`config.mk`:
```
export PLATFORM = sky130hd
export DESIGN_NAME = gate_arbiter_rv32i
export DESIGN_NICKNAME = d
export VERILOG_FILES = /design/src/rtl/gate_arbiter_rv32i.sv
export SDC_FILE = /design/constraint.sdc
export NUM_CORES = 1
export LEC_CHECK = 0
export CORE_UTILIZATION = 40
export CTS_CLUSTER_DIAMETER = 80
export DETAILED_ROUTE_END_ITERATION = 6
export GPL_TIMING_DRIVEN = 0
export PLACE_DENSITY = 0.67
export RECOVER_POWER = 100
export SLEW_MARGIN = 20
export SYNTH_ARGS = -nofsm -noshare
export SYNTH_HDL_FRONTEND = slang
export SYNTH_SLANG_ARGS = --single-unit
```
`constraint.sdc`:
```
create_clock -name clk -period 3.37 [get_ports clk]
set_clock_uncertainty 0.1 [all_clocks]
set_input_delay 0.5055 -clock clk [delete_from_list [all_inputs] [get_ports clk]]
set_output_delay 0.5055 -clock clk [all_outputs]
set_load 0.02 [all_outputs]
```
`src/rtl/gate_arbiter_rv32i.sv`:
```
// Round-robin arbiter sharing one XOR/OR/AND datapath between two requesters; result 2 cycles after accept, held until taken.
// Response stall blocks new grants; GATE_ARB_ILLEGAL_EN adds rsp_err flagging and an illegal-op counter.
module gate_arbiter_rv32i #(
   parameter int WIDTH   = 32,
   parameter bit RR_INIT = 1'b0
) (
   input  logic             clk,
   input  logic             rst,
   input  logic             req0_valid,
   output logic             req0_ready,
   input  logic [WIDTH-1:0] req0_in1,
   input  logic [WIDTH-1:0] req0_in2,
   input  logic [1:0]       req0_type,
   input  logic             req1_valid,
   output logic             req1_ready,
   input  logic [WIDTH-1:0] req1_in1,
   input  logic [WIDTH-1:0] req1_in2,
   input  logic [1:0]       req1_type,
   output logic             rsp0_valid,
   input  logic             rsp0_ready,
   output logic             rsp1_valid,
   input  logic             rsp1_ready,
   output logic [WIDTH-1:0] rsp_data,
   output logic             rsp_err,
`ifdef GATE_ARB_ILLEGAL_EN
   output logic [15:0]      illegal_cnt,
`endif
   output logic             busy
);

   typedef enum logic [1:0] {IDLE = 2'd0, EXEC = 2'd1, RESP = 2'd2} state_t;

   state_t           state, state_nxt;
   logic             prio, owner;
   logic             grant0, grant1, accept, rsp_hs;
   logic [WIDTH-1:0] op_in1, op_in2, result;
   logic [1:0]       op_type, sel_type;

   assign rsp_hs     = (state == RESP) && (owner ? rsp1_ready : rsp0_ready);
   assign accept     = grant0 | grant1;
   assign req0_ready = grant0;
   assign req1_ready = grant1;
   assign rsp0_valid = (state == RESP) && !owner;
   assign rsp1_valid = (state == RESP) && owner;
   assign busy       = (state != IDLE);
   assign sel_type   = grant1 ? req1_type : req0_type;

   always_comb begin
      state_nxt = state;
      grant0    = 1'b0;
      grant1    = 1'b0;
      case (state)
         IDLE: begin
            // Ready is gated by rst so nothing is granted while reset is held
            if (!rst) begin
               grant0 = req0_valid && (!req1_valid || !prio);
               grant1 = req1_valid && (!req0_valid || prio);
            end
            if (grant0 || grant1) state_nxt = EXEC;
         end
         EXEC:    state_nxt = RESP;
         RESP:    if (rsp_hs) state_nxt = IDLE;
         default: state_nxt = IDLE;
      endcase
   end

   always_comb begin
      result = '0;
      case (op_type)
         2'b00:   result = op_in1 ^ op_in2;
         2'b01:   result = op_in1 | op_in2;
         2'b10:   result = op_in1 & op_in2;
         default: result = '0;
      endcase
   end

   always_ff @(posedge clk or posedge rst) begin
      if (rst) state <= IDLE;
      else     state <= state_nxt;
   end

   always_ff @(posedge clk or posedge rst) begin
      if (rst) begin
         prio     <= RR_INIT;
         owner    <= 1'b0;
         op_in1   <= '0;
         op_in2   <= '0;
         op_type  <= 2'b00;
         rsp_data <= '0;
      end else begin
         if (accept) begin
            op_in1  <= grant1 ? req1_in1 : req0_in1;
            op_in2  <= grant1 ? req1_in2 : req0_in2;
            op_type <= sel_type;
            owner   <= grant1;
         end
         if (state == EXEC) rsp_data <= result;
         if (rsp_hs)        prio     <= ~owner;
      end
   end

`ifdef GATE_ARB_ILLEGAL_EN
   always_ff @(posedge clk or posedge rst) begin
      if (rst) begin
         rsp_err     <= 1'b0;
         illegal_cnt <= 16'h0000;
      end else begin
         if (state == EXEC) rsp_err <= (op_type == 2'b11);
         if (accept && (sel_type == 2'b11) && (illegal_cnt != 16'hFFFF))
            illegal_cnt <= illegal_cnt + 16'h0001;
      end
   end
`else
   assign rsp_err = 1'b0;
`endif

endmodule

```
-- Yosys cells after proc, flatten, opt, wreduce, memory -nomap -nowiden
Index checks and enable logic that the tools add are counted.
- eq/ne operators: 6
- muxes and demuxes: 14
- bitwise gates (word level): 5
- reductions and logical operators: 16
- operator list (operator ; number):
    $pmux 32 s3 ; 1
    $mux 32 ; 2
    $and 32x32->32 ; 1
    $or 32x32->32 ; 1
    $xor 32x32->32 ; 1
    $mux 1 ; 7
    $mux 2 ; 3
    $pmux 2 s3 ; 1
    $logic_and 1x1->1 ; 5
    $eq 2x1->1 const B ; 2
    $eq 2x2->1 const B ; 2
    $logic_not 1->1 ; 4
    $logic_not 2->1 ; 2
    $ne 2x2->1 const B ; 2
    $logic_or 1x1->1 ; 3
    $reduce_and 2->1 ; 1
    $reduce_bool 2->1 ; 1
    $not 1->1 ; 1
    $or 1x1->1 ; 1
- flip-flop bits (word level): 102
- input bits: 138
- logic and storage cells: 48

-- Depth between registers and ports, before layout
Gate-level depths: netlist of run 1.
- depth after elaboration: 8
- depth in mapped cells: 8
- depth with buffers taken out: 5

-- Least setup slack after synthesis of run 1
OpenSTA, ideal clock, no wires.
- path kind: input -> output
- start: in rst
- end: out req1_ready
- arrival: 1.703 ns
- required time: 2.764 ns
- setup slack: 1.061 ns
- stages: 5
- buffers on the path: 3
- path through: or3_1 -> clkbuf_1 -> buf_6 -> buf_6 -> nor3_1
- word-level cells in the longest chain between the ends: 3
- RTL lines (what ; RTL line ; source):
    start, declared ; 8 ; input logic rst,
    $mux 1 ; 55 ; if (!rst) begin
    $mux 1 (2 in a row) ; 52 ; case (state)
    end, declared ; 15 ; output logic req1_ready,
No other way between the ends. The select of a mux whose other input is x is not followed.

-- Worst setup path after layout of run 1
- start: in rst
- end: out req0_ready
- word-level cells in the longest chain between the ends: 3
- RTL lines (what ; RTL line ; source):
    $mux 1 ; 55 ;
    $mux 1 (2 in a row) ; 52 ;
    end, declared ; 10 ; output logic req0_ready,
No other way between the ends. The select of a mux whose other input is x is not followed.

==> report_table.html, run 1 <==
<table>
<tr><th>Metric</th><th>Value</th></tr>
<tr><th colspan="2">Clock tree</th></tr>
<tr><td>TritonCTS Buffers</td><td>9</td></tr>
<tr><td>Clock Tree Root</td><td>clkbuf_16</td></tr>
<tr><td>Count of hold buffers inserted by post-cts repair</td><td>0</td></tr>
<tr><td>Worst skew pair latency</td><td>360 ps</td></tr>
<tr><td>TritonCTS clock tree</td><td>built</td></tr>
<tr><td>CTS clock-pin slew for the worst setup and hold paths</td><td>60 ps</td></tr>
<tr><td>Number of H-tree levels</td><td>3</td></tr>
<tr><td>Number of buffers between clock root and the deepest sink</td><td>2</td></tr>
<tr><td>TritonCTS Sinks</td><td>102</td></tr>
<tr><th colspan="2">Setup path</th></tr>
<tr><td>Slowest library cell on the worst path</td><td>clkdlybuf4s50_1</td></tr>
<tr><td>Worst path required time</td><td>2760 ps</td></tr>
<tr><td>Largest fanout on the critical path</td><td>10</td></tr>
<tr><td>Count of cells along the worst register-to-register path</td><td>6</td></tr>
<tr><td>Worst-path cell chain</td><td>dlygate4sd3_1 &gt; nor3_4 &gt; buf_2 &gt; and3_1 &gt; clkdlybuf4s50_1</td></tr>
<tr><td>Critical path endpoint category</td><td>output port</td></tr>
<tr><td>Type of the setup path with the least slack</td><td>input port to output port</td></tr>
<tr><td>Crit path DAT</td><td>2620 ps</td></tr>
<tr><td>Category of the worst setup path launch point</td><td>input port</td></tr>
<tr><td>Crit path largest cell delay</td><td>630 ps</td></tr>
<tr><th colspan="2">STA</th></tr>
<tr><td>RSZ-0062 raised after global routing</td><td>no</td></tr>
<tr><td>Fin crit period</td><td>3220 ps</td></tr>
<tr><td>Setup-violating endpoint count in the final report</td><td>0</td></tr>
<tr><td>Slew at the pin closest to its max-slew limit</td><td>1950 ps</td></tr>
<tr><td>Worst hold margin</td><td>369 ps</td></tr>
<tr><td>Max_slew headroom</td><td>-0.299</td></tr>
<tr><td>F_max</td><td>310 MHz</td></tr>
<tr><td>Final hold viol count</td><td>0</td></tr>
<tr><td>Number of pins with negative max-slew slack in the final report</td><td>49</td></tr>
<tr><td>Final cycle utilization of the critical path</td><td>0.957</td></tr>
<tr><th colspan="2">Synthesis</th></tr>
<tr><td>Post-synth EDFFs</td><td>0</td></tr>
<tr><td>Primary FF master, synth</td><td>dfrtp_1</td></tr>
<tr><td>Share of synthesized area occupied by flip-flops and latches</td><td>0.374</td></tr>
<tr><td>Main area contributors after synthesis</td><td>dfrtp_1, ha_1, a31oi_1</td></tr>
<tr><td>Synthesized instance count</td><td>736</td></tr>
<tr><td>Unique masters post-synth</td><td>28</td></tr>
<tr><td>Synth Cell Area</td><td>6820 sq um</td></tr>
<tr><td>Share of Yosys cell area claimed by the top area cell type</td><td>0.374</td></tr>
<tr><td>Flip-flop and latch count after synthesis</td><td>102</td></tr>
<tr><td>Post-Synthesis Net Count</td><td>938</td></tr>
<tr><td>Count of yosys warnings during synthesis</td><td>0</td></tr>
<tr><td>Mean instance size in the synthesized netlist</td><td>9.26 sq um</td></tr>
<tr><td>Proportion of synthesized flip-flops having asynchronous set or reset</td><td>1.00</td></tr>
<tr><td>Cell type contributing the most total cell area after synthesis</td><td>dfrtp_1</td></tr>
<tr><th colspan="2">GRT</th></tr>
<tr><td>Wire length of the first global-routing pass</td><td>34500 um</td></tr>
<tr><td>Maximum number of pins on one net before global-route repair</td><td>55</td></tr>
<tr><td>Global route total overflow</td><td>0</td></tr>
<tr><td>GRT Overall Usage</td><td>0.254</td></tr>
<tr><td>Antenna violations before repair</td><td>0</td></tr>
<tr><td>Vias in the first global route</td><td>6454</td></tr>
<tr><th colspan="2">Floorplanning</th></tr>
<tr><td>Initial standard-cell utilization of the core</td><td>0.411</td></tr>
<tr><td>Die area</td><td>17600 sq um</td></tr>
<tr><td>CORE AREA</td><td>16600 sq um</td></tr>
<tr><td>Die Wd</td><td>133 um</td></tr>
<tr><td>Die boundary height</td><td>133 um</td></tr>
<tr><td>Cell row count</td><td>47</td></tr>
<tr><td># IOs</td><td>176</td></tr>
<tr><th colspan="2">Hold path</th></tr>
<tr><td>Cell count of the worst hold path</td><td>2</td></tr>
<tr><td>Hold Crit Class</td><td>flop to flop</td></tr>
<tr><th colspan="2">Power and ir drop</th></tr>
<tr><td>Sequential share of power</td><td>0.321</td></tr>
<tr><td>Logic gate share of total power</td><td>0.522</td></tr>
<tr><td>Static leakage power</td><td>4.06 nW</td></tr>
<tr><td>Switching portion of total power</td><td>0.428</td></tr>
<tr><td>Switching power</td><td>2.98 mW</td></tr>
<tr><td>Worst IR drop on VDD</td><td>0.357 mV</td></tr>
<tr><td>Pwr per Cell Area</td><td>763 nW/um^2</td></tr>
<tr><td>Clock power frac</td><td>0.156</td></tr>
<tr><td>Internal power consumption</td><td>3.99 mW</td></tr>
<tr><td>Power after layout</td><td>6.98 mW</td></tr>
<tr><th colspan="2">Finish</th></tr>
<tr><td>Area Growth Syn to Fin</td><td>34.2%</td></tr>
<tr><td>Fraction of layout cells with a size suffix above 1</td><td>0.0756</td></tr>
<tr><td>Layout Nets</td><td>1123</td></tr>
<tr><td>Number of diodes added for antenna fixing</td><td>0</td></tr>
<tr><td>Final cell utilization of the core</td><td>0.552</td></tr>
<tr><td>Number of cells in the finished layout apart from fillers</td><td>1146</td></tr>
<tr><th colspan="2">Drt</th></tr>
<tr><td>Number of detailed-route iterations in the first pass</td><td>4</td></tr>
<tr><td>Total Routed Length</td><td>21700 um</td></tr>
<tr><td>Number of antenna-violating nets in the routed design</td><td>0</td></tr>
<tr><td>Initial detailed-routing violation count</td><td>564</td></tr>
<tr><td>Total number of vias</td><td>6463</td></tr>
<tr><td>Post-route DRC</td><td>0</td></tr>
<tr><td>Post-DR vias/cell</td><td>5.64</td></tr>
<tr><td>Average wire per cell in the routed design</td><td>18.9 um</td></tr>
<tr><th colspan="2">Run</th></tr>
<tr><td>Max-cap violations</td><td>1</td></tr>
<tr><th colspan="2">Placed design</th></tr>
<tr><td>Number of placed instances with taps included</td><td>1130</td></tr>
<tr><td>Routability congestion estimate</td><td>0.880</td></tr>
<tr><td>I/O Buffers</td><td>173</td></tr>
<tr><td>HPWL reported at the end of detailed placement</td><td>16200 um</td></tr>
<tr><th colspan="2">Run status</th></tr>
<tr><td>Failing checks</td><td>capacitance limit, slew limit</td></tr>
<tr><td>Run status</td><td>complete, but fails checks</td></tr>
</table>
## flip-flops by register name, summed over array words and instances (netlist names)
register  flops
prio          1
op_type       2
rsp_data     32
op_in2       32
op_in1       32
owner         1
state         2
## worst max-delay path, delay by kind of cell
kind / cells / cell delay, ps
AND/OR/NAND/NOR: 2 / 550
buffers and inverters: 3 / 1550
## power groups by stage
stage	logic, mW	registers [mW]	clock network, mW
after floorplan	2.35	2.31	0
after global placement	3.60	2.25	0
after detailed placement	3.70	2.27	0
after CTS	3.72	2.25	1.10
after global routing	4.08	2.32	1.14
final	3.64	2.24	1.09
## per-stage QoR
stage	cell area, sq um	TNS [ps]	worst slack (ps)
3_3_place_gp	8820	-177590	-1750
3_5_place_dp	8860	0	22.0
5_1_grt	9150	0	69.1
4_1_cts	9160	0	4.92
2_1_floorplan	6820	0	89.0
6_report	9150	0	145
## synth_stat cells (3+ instances only)
master	number
a21oi_1	68
a31oi_1	67
buf_2	19
buf_4	4
buf_6	4
clkbuf_1	57
dfrtp_1	102
ha_1	64
inv_1	68
mux2i_1	32
nand2_1	33
nand2b_1	4
nand4_1	66
nor2_1	3
o21ai_0	35
o22a_1	32
o31ai_1	37
o31ai_2	29
## placed cells by master (no fill, tap or decap), types with 2 or more instances in the layout
cell and instances:
nor2_1 3, inv_1 68, and3_1 2, o22a_1 32, clkdlybuf4s50_1 136, clkbuf_16 9
buf_1 2, ha_1 64, a31oi_1 67, clkbuf_1 62, clkinv_2 3, mux2i_1 32
nand4_1 66, o31ai_1 37, o31ai_2 29, buf_6 4, dlygate4sd3_1 36, o21ai_0 35
buf_2 16, dfrtp_1 102, buf_4 2, nand2b_1 4, clkbuf_8 2, a21oi_1 68
nand2_1 33
## final cells by class
| cell class | count | area, sq um |
|---|---|---|
| repair buffers | 174 | 1760 |
| inverters | 68 | 255 |
| well taps | 220 | 275 |
| flip-flops and latches | 102 | 2550 |
| clock buffers | 12 | 256 |
| multi-input cells | 480 | 3620 |
| plain buffers | 86 | 382 |
| fillers | 1549 | 7440 |
| clock inverters | 4 | 45.0 |
## cells by family after synthesis
| kind of cell | after synthesis | share of synthesized area |
|---|---|---|
| other | 1 | 0.000550 |
| adders and majority gates | 64 | 0.117 |
| and+or+nand+nor | 115 | 0.0936 |
| muxes | 32 | 0.0470 |
| DFF | 102 | 0.374 |
| buffers and inverters | 154 | 0.0949 |
| AOI/OAI and AO/OA | 268 | 0.272 |
## worst paths after layout
kind                         startpoint           end  slack [ps]
hold / removal             rsp_data[26]  rsp_data[26]         370
setup reg to reg               state[1]    op_in2[15]         870
max in group asynchronous           rst  rsp_data[18]         790
setup / recovery                    rst    req0_ready         150
hold reg to reg            rsp_data[26]  rsp_data[26]         370
min in group asynchronous           rst     op_in2[7]        1240
## layer usage
layer / up-vias / global-route usage / share of wire
met5: - / 0 / 0
li1: 3083 / - / -
met2: 282 / 0.406 / 0.46
met3: 42 / 0.0510 / 0.063
met1: 3056 / 0.343 / 0.45
met4: 0 / 0.0881 / 0.030
## what timing repair did
action | CTS | global route
endpoints found under the setup margin | 0 | 1
buffers inserted | 0 | 0
resized for setup | 0 | 1
No activity file was read; power rests on OpenSTA's default activity.
==> run 2: changes to the inputs <==
--- a/config.mk
+++ b/config.mk
@@ -9,6 +9,7 @@
 export CTS_CLUSTER_DIAMETER = 80
 export DETAILED_ROUTE_END_ITERATION = 6
 export GPL_TIMING_DRIVEN = 0
+export HOLD_SLACK_MARGIN = 0.1
 export PLACE_DENSITY = 0.67
 export RECOVER_POWER = 100
 export SLEW_MARGIN = 20
==> results of run 2 <==
The final DEF is identical to that of run 1; final timing and power are the same.
==> run 3: changes to the inputs <==
--- a/config.mk
+++ b/config.mk
@@ -6,6 +6,7 @@
 export NUM_CORES = 1
 export LEC_CHECK = 0
 export CORE_UTILIZATION = 40
+export CTS_BUF_LIST = sky130_fd_sc_hd__clkbuf_4 sky130_fd_sc_hd__clkbuf_8
 export CTS_CLUSTER_DIAMETER = 80
 export DETAILED_ROUTE_END_ITERATION = 6
 export GPL_TIMING_DRIVEN = 0
==> run 3 against run 2 <==
Compared with the run above:
- the run still ends with capacitance limit, slew limit left
- critical path depth stayed put
- sequential power about the same
- combinational power about the same
- via count did not move
- clock power fell by 24%
- critical path type unchanged
==> report_table.html, run 3 (same netlist as run 1, synthesis figures left out) <==
<table>
<tr><th>Metric</th><th>Value</th></tr>
<tr><th colspan="2">Run status</th></tr>
<tr><td>Run status</td><td>complete, but fails checks</td></tr>
<tr><td>Failing checks</td><td>capacitance limit, slew limit</td></tr>
<tr><th colspan="2">Clock tree</th></tr>
<tr><td>Clock Tree Root</td><td>clkbuf_8</td></tr>
<tr><td>TritonCTS clock tree</td><td>built</td></tr>
<tr><td>Number of H-tree levels</td><td>3 (unchanged)</td></tr>
<tr><td>Worst skew pair latency</td><td>400 ps (+40 ps)</td></tr>
<tr><td>Number of buffers between clock root and the deepest sink</td><td>2 (unchanged)</td></tr>
<tr><td>CTS clock-pin slew for the worst setup and hold paths</td><td>90 ps (+30 ps)</td></tr>
<tr><td>TritonCTS Buffers</td><td>9 (unchanged)</td></tr>
<tr><td>TritonCTS Sinks</td><td>102 (unchanged)</td></tr>
<tr><td>Setup Buffers After CTS</td><td>0 (unchanged)</td></tr>
<tr><th colspan="2">Drt</th></tr>
<tr><td>Total number of vias</td><td>6463 (unchanged)</td></tr>
<tr><td>Post-route DRC</td><td>0 (unchanged)</td></tr>
<tr><td>Number of antenna-violating nets in the routed design</td><td>0 (unchanged)</td></tr>
<tr><td>Post-DR vias/cell</td><td>5.64 (unchanged)</td></tr>
<tr><td>Number of detailed-route iterations in the first pass</td><td>5 (+1)</td></tr>
<tr><td>Average wire per cell in the routed design</td><td>18.8 um (-0.63%)</td></tr>
<tr><td>Total Routed Length</td><td>21500 um (-0.63%)</td></tr>
<tr><td>Initial detailed-routing violation count</td><td>539 (-4.4%)</td></tr>
<tr><th colspan="2">Hold path</th></tr>
<tr><td>Hold Crit Class</td><td>flop to flop</td></tr>
<tr><th colspan="2">GRT</th></tr>
<tr><td>Wire length of the first global-routing pass</td><td>34500 um (about the same)</td></tr>
<tr><td>Global route total overflow</td><td>0 (unchanged)</td></tr>
<tr><td>Vias in the first global route</td><td>6489 (+0.54%)</td></tr>
<tr><td>GRT Overall Usage</td><td>0.254 (-0.000497)</td></tr>
<tr><td>Maximum number of pins on one net before global-route repair</td><td>55 (unchanged)</td></tr>
<tr><td>Antenna violations before repair</td><td>0 (unchanged)</td></tr>
<tr><th colspan="2">Floorplanning</th></tr>
<tr><td>Die area</td><td>17600 sq um (unchanged)</td></tr>
<tr><td>Initial standard-cell utilization of the core</td><td>0.411 (unchanged)</td></tr>
<tr><td>Die Wd</td><td>133 um (unchanged)</td></tr>
<tr><td>CORE AREA</td><td>16600 sq um (unchanged)</td></tr>
<tr><td>Cell row count</td><td>47 (unchanged)</td></tr>
<tr><td>Die boundary height</td><td>133 um (unchanged)</td></tr>
<tr><td># IOs</td><td>176 (unchanged)</td></tr>
<tr><th colspan="2">STA</th></tr>
<tr><td>Fin crit period</td><td>3230 ps (+8.08 ps)</td></tr>
<tr><td>Final hold viol count</td><td>0 (unchanged)</td></tr>
<tr><td>Max_slew headroom</td><td>-0.306 (-0.00710)</td></tr>
<tr><td>Worst Slack Setup Final</td><td>137 ps (-8.08 ps)</td></tr>
<tr><td>RSZ-0062 raised after global routing</td><td>no</td></tr>
<tr><td>Slew at the pin closest to its max-slew limit</td><td>1960 ps (+10.6 ps)</td></tr>
<tr><td>F_max</td><td>309 MHz (-0.25%)</td></tr>
<tr><td>Number of pins with negative max-slew slack in the final report</td><td>49 (unchanged)</td></tr>
<tr><td>Worst hold margin</td><td>376 ps (+6.87 ps)</td></tr>
<tr><td>Final cycle utilization of the critical path</td><td>0.959 (+0.00240)</td></tr>
<tr><td>Setup-violating endpoint count in the final report</td><td>0 (unchanged)</td></tr>
<tr><th colspan="2">Finish</th></tr>
<tr><td>Most common cell after layout, fill and taps aside</td><td>clkdlybuf4s50_1</td></tr>
<tr><td>Number of cells in the finished layout apart from fillers</td><td>1146 (unchanged)</td></tr>
<tr><td>Most frequent cells in the layout</td><td>clkdlybuf4s50_1, dfrtp_1, inv_1, a21oi_1, a31oi_1</td></tr>
<tr><td>Area Growth Syn to Fin</td><td>32.6%</td></tr>
<tr><td>Layout Nets</td><td>1123 (unchanged)</td></tr>
<tr><td>Biggest regs</td><td>op_in1 x32, op_in2 x32, rsp_data x32</td></tr>
<tr><td>Post-route cell area</td><td>9040 sq um (-1.2%)</td></tr>
<tr><td>Number of diodes added for antenna fixing</td><td>0 (unchanged)</td></tr>
<tr><td>Final cell utilization of the core</td><td>0.545 (-0.00641)</td></tr>
<tr><td>Fraction of layout cells with a size suffix above 1</td><td>0.0767 (+0.00108)</td></tr>
<tr><td>Filler Cells Inserted</td><td>1559 (+0.65%)</td></tr>
<tr><th colspan="2">Placed design</th></tr>
<tr><td>DP Area</td><td>8860 sq um (unchanged)</td></tr>
<tr><td>Number of placed instances with taps included</td><td>1130 (unchanged)</td></tr>
<tr><td>I/O Buffers</td><td>173 (unchanged)</td></tr>
<tr><td>Setup slack at placement</td><td>22.0 ps (unchanged)</td></tr>
<tr><td>Routability congestion estimate</td><td>0.880 (unchanged)</td></tr>
<tr><td>HPWL reported at the end of detailed placement</td><td>16200 um (unchanged)</td></tr>
<tr><th colspan="2">Setup path</th></tr>
<tr><td>Largest fanout on the critical path</td><td>10 (unchanged)</td></tr>
<tr><td>Crit path DAT</td><td>2630 ps (about the same)</td></tr>
<tr><td>Type of the setup path with the least slack</td><td>input port to output port</td></tr>
<tr><td>Critical path endpoint category</td><td>output port</td></tr>
<tr><td>Category of the worst setup path launch point</td><td>input port</td></tr>
<tr><td>Worst path required time</td><td>2760 ps (about the same)</td></tr>
<tr><th colspan="2">Power and ir drop</th></tr>
<tr><td>Pwr per Cell Area</td><td>742 nW/um^2 (-2.7%)</td></tr>
<tr><td>Static leakage power</td><td>4.00 nW (-1.5%)</td></tr>
<tr><td>Worst IR drop on VDD</td><td>0.299 mV (-16%)</td></tr>
<tr><th colspan="2">Run</th></tr>
<tr><td>Max-cap violations</td><td>1 (unchanged)</td></tr>
</table>
==> run 3: path summary, 6_finish.rpt <==
path / start / to / slack (ps) / cells past startpoint
min: rsp_data[26] / rsp_data[26] / 380 / 2
max in group asynchronous: rst / op_in1[19] / 810 / 2
min in group asynchronous: rst / op_in2[7] / 1210 / 2
max reg2reg: state[1] / op_in1[5] / 850 / 6
min reg2reg: rsp_data[26] / rsp_data[26] / 380 / 2
max: rst / req0_ready / 140 / 5
==> run 3: layout make-up <==
type / instances / area [sq um] / area share
plain buffers: 86 / 382 / 0.0422
clock buffers: 12 / 159 / 0.0176
clock inverters: 4 / 45.0 / 0.00498
inverters: 68 / 255 / 0.0282
multi-input cells: 480 / 3620 / 0.400
flip-flops and latches: 102 / 2550 / 0.282
well taps: 220 / 275 / 0.0304
repair buffers: 174 / 1750 / 0.194
==> run 3: timing repair <==
item                                    in CTS  in global routing
hold buffers                                 0                  0
gates resized for setup                      0                  1
endpoints found under the setup margin       0                  1
==> run 3: per-layer routing <==
| layer | track usage | part of all wire | wire (um) |
|---|---|---|---|
| met5 | 0 | 0 | 0 |
| met4 | 0.0996 | 0.033 | 706 |
| met3 | 0.0498 | 0.065 | 1400 |
| met2 | 0.405 | 0.46 | 9800 |
| met1 | 0.338 | 0.45 | 9600 |
==> run 3: critical path, cell delays in order <==
cell             delay (ps)
dlygate4sd3_1           620
nor3_4                  300
buf_2                   300
and3_1                  260
clkdlybuf4s50_1         630
==> run 3: where the power goes <==
group,switching (mW),internal (mW)
combinational,2.04,1.59
sequential,0.460,1.78
clock,0.444,0.389
==> run 3: stage by stage <==
stage / setup TNS [ps] / power (mW)
2_1_floorplan: 0 / 4.67
3_3_place_gp: -177590 / 5.86
3_5_place_dp: 0 / 5.97
4_1_cts: 0 / 6.81
5_1_grt: 0 / 7.28
6_report: 0 / 6.71
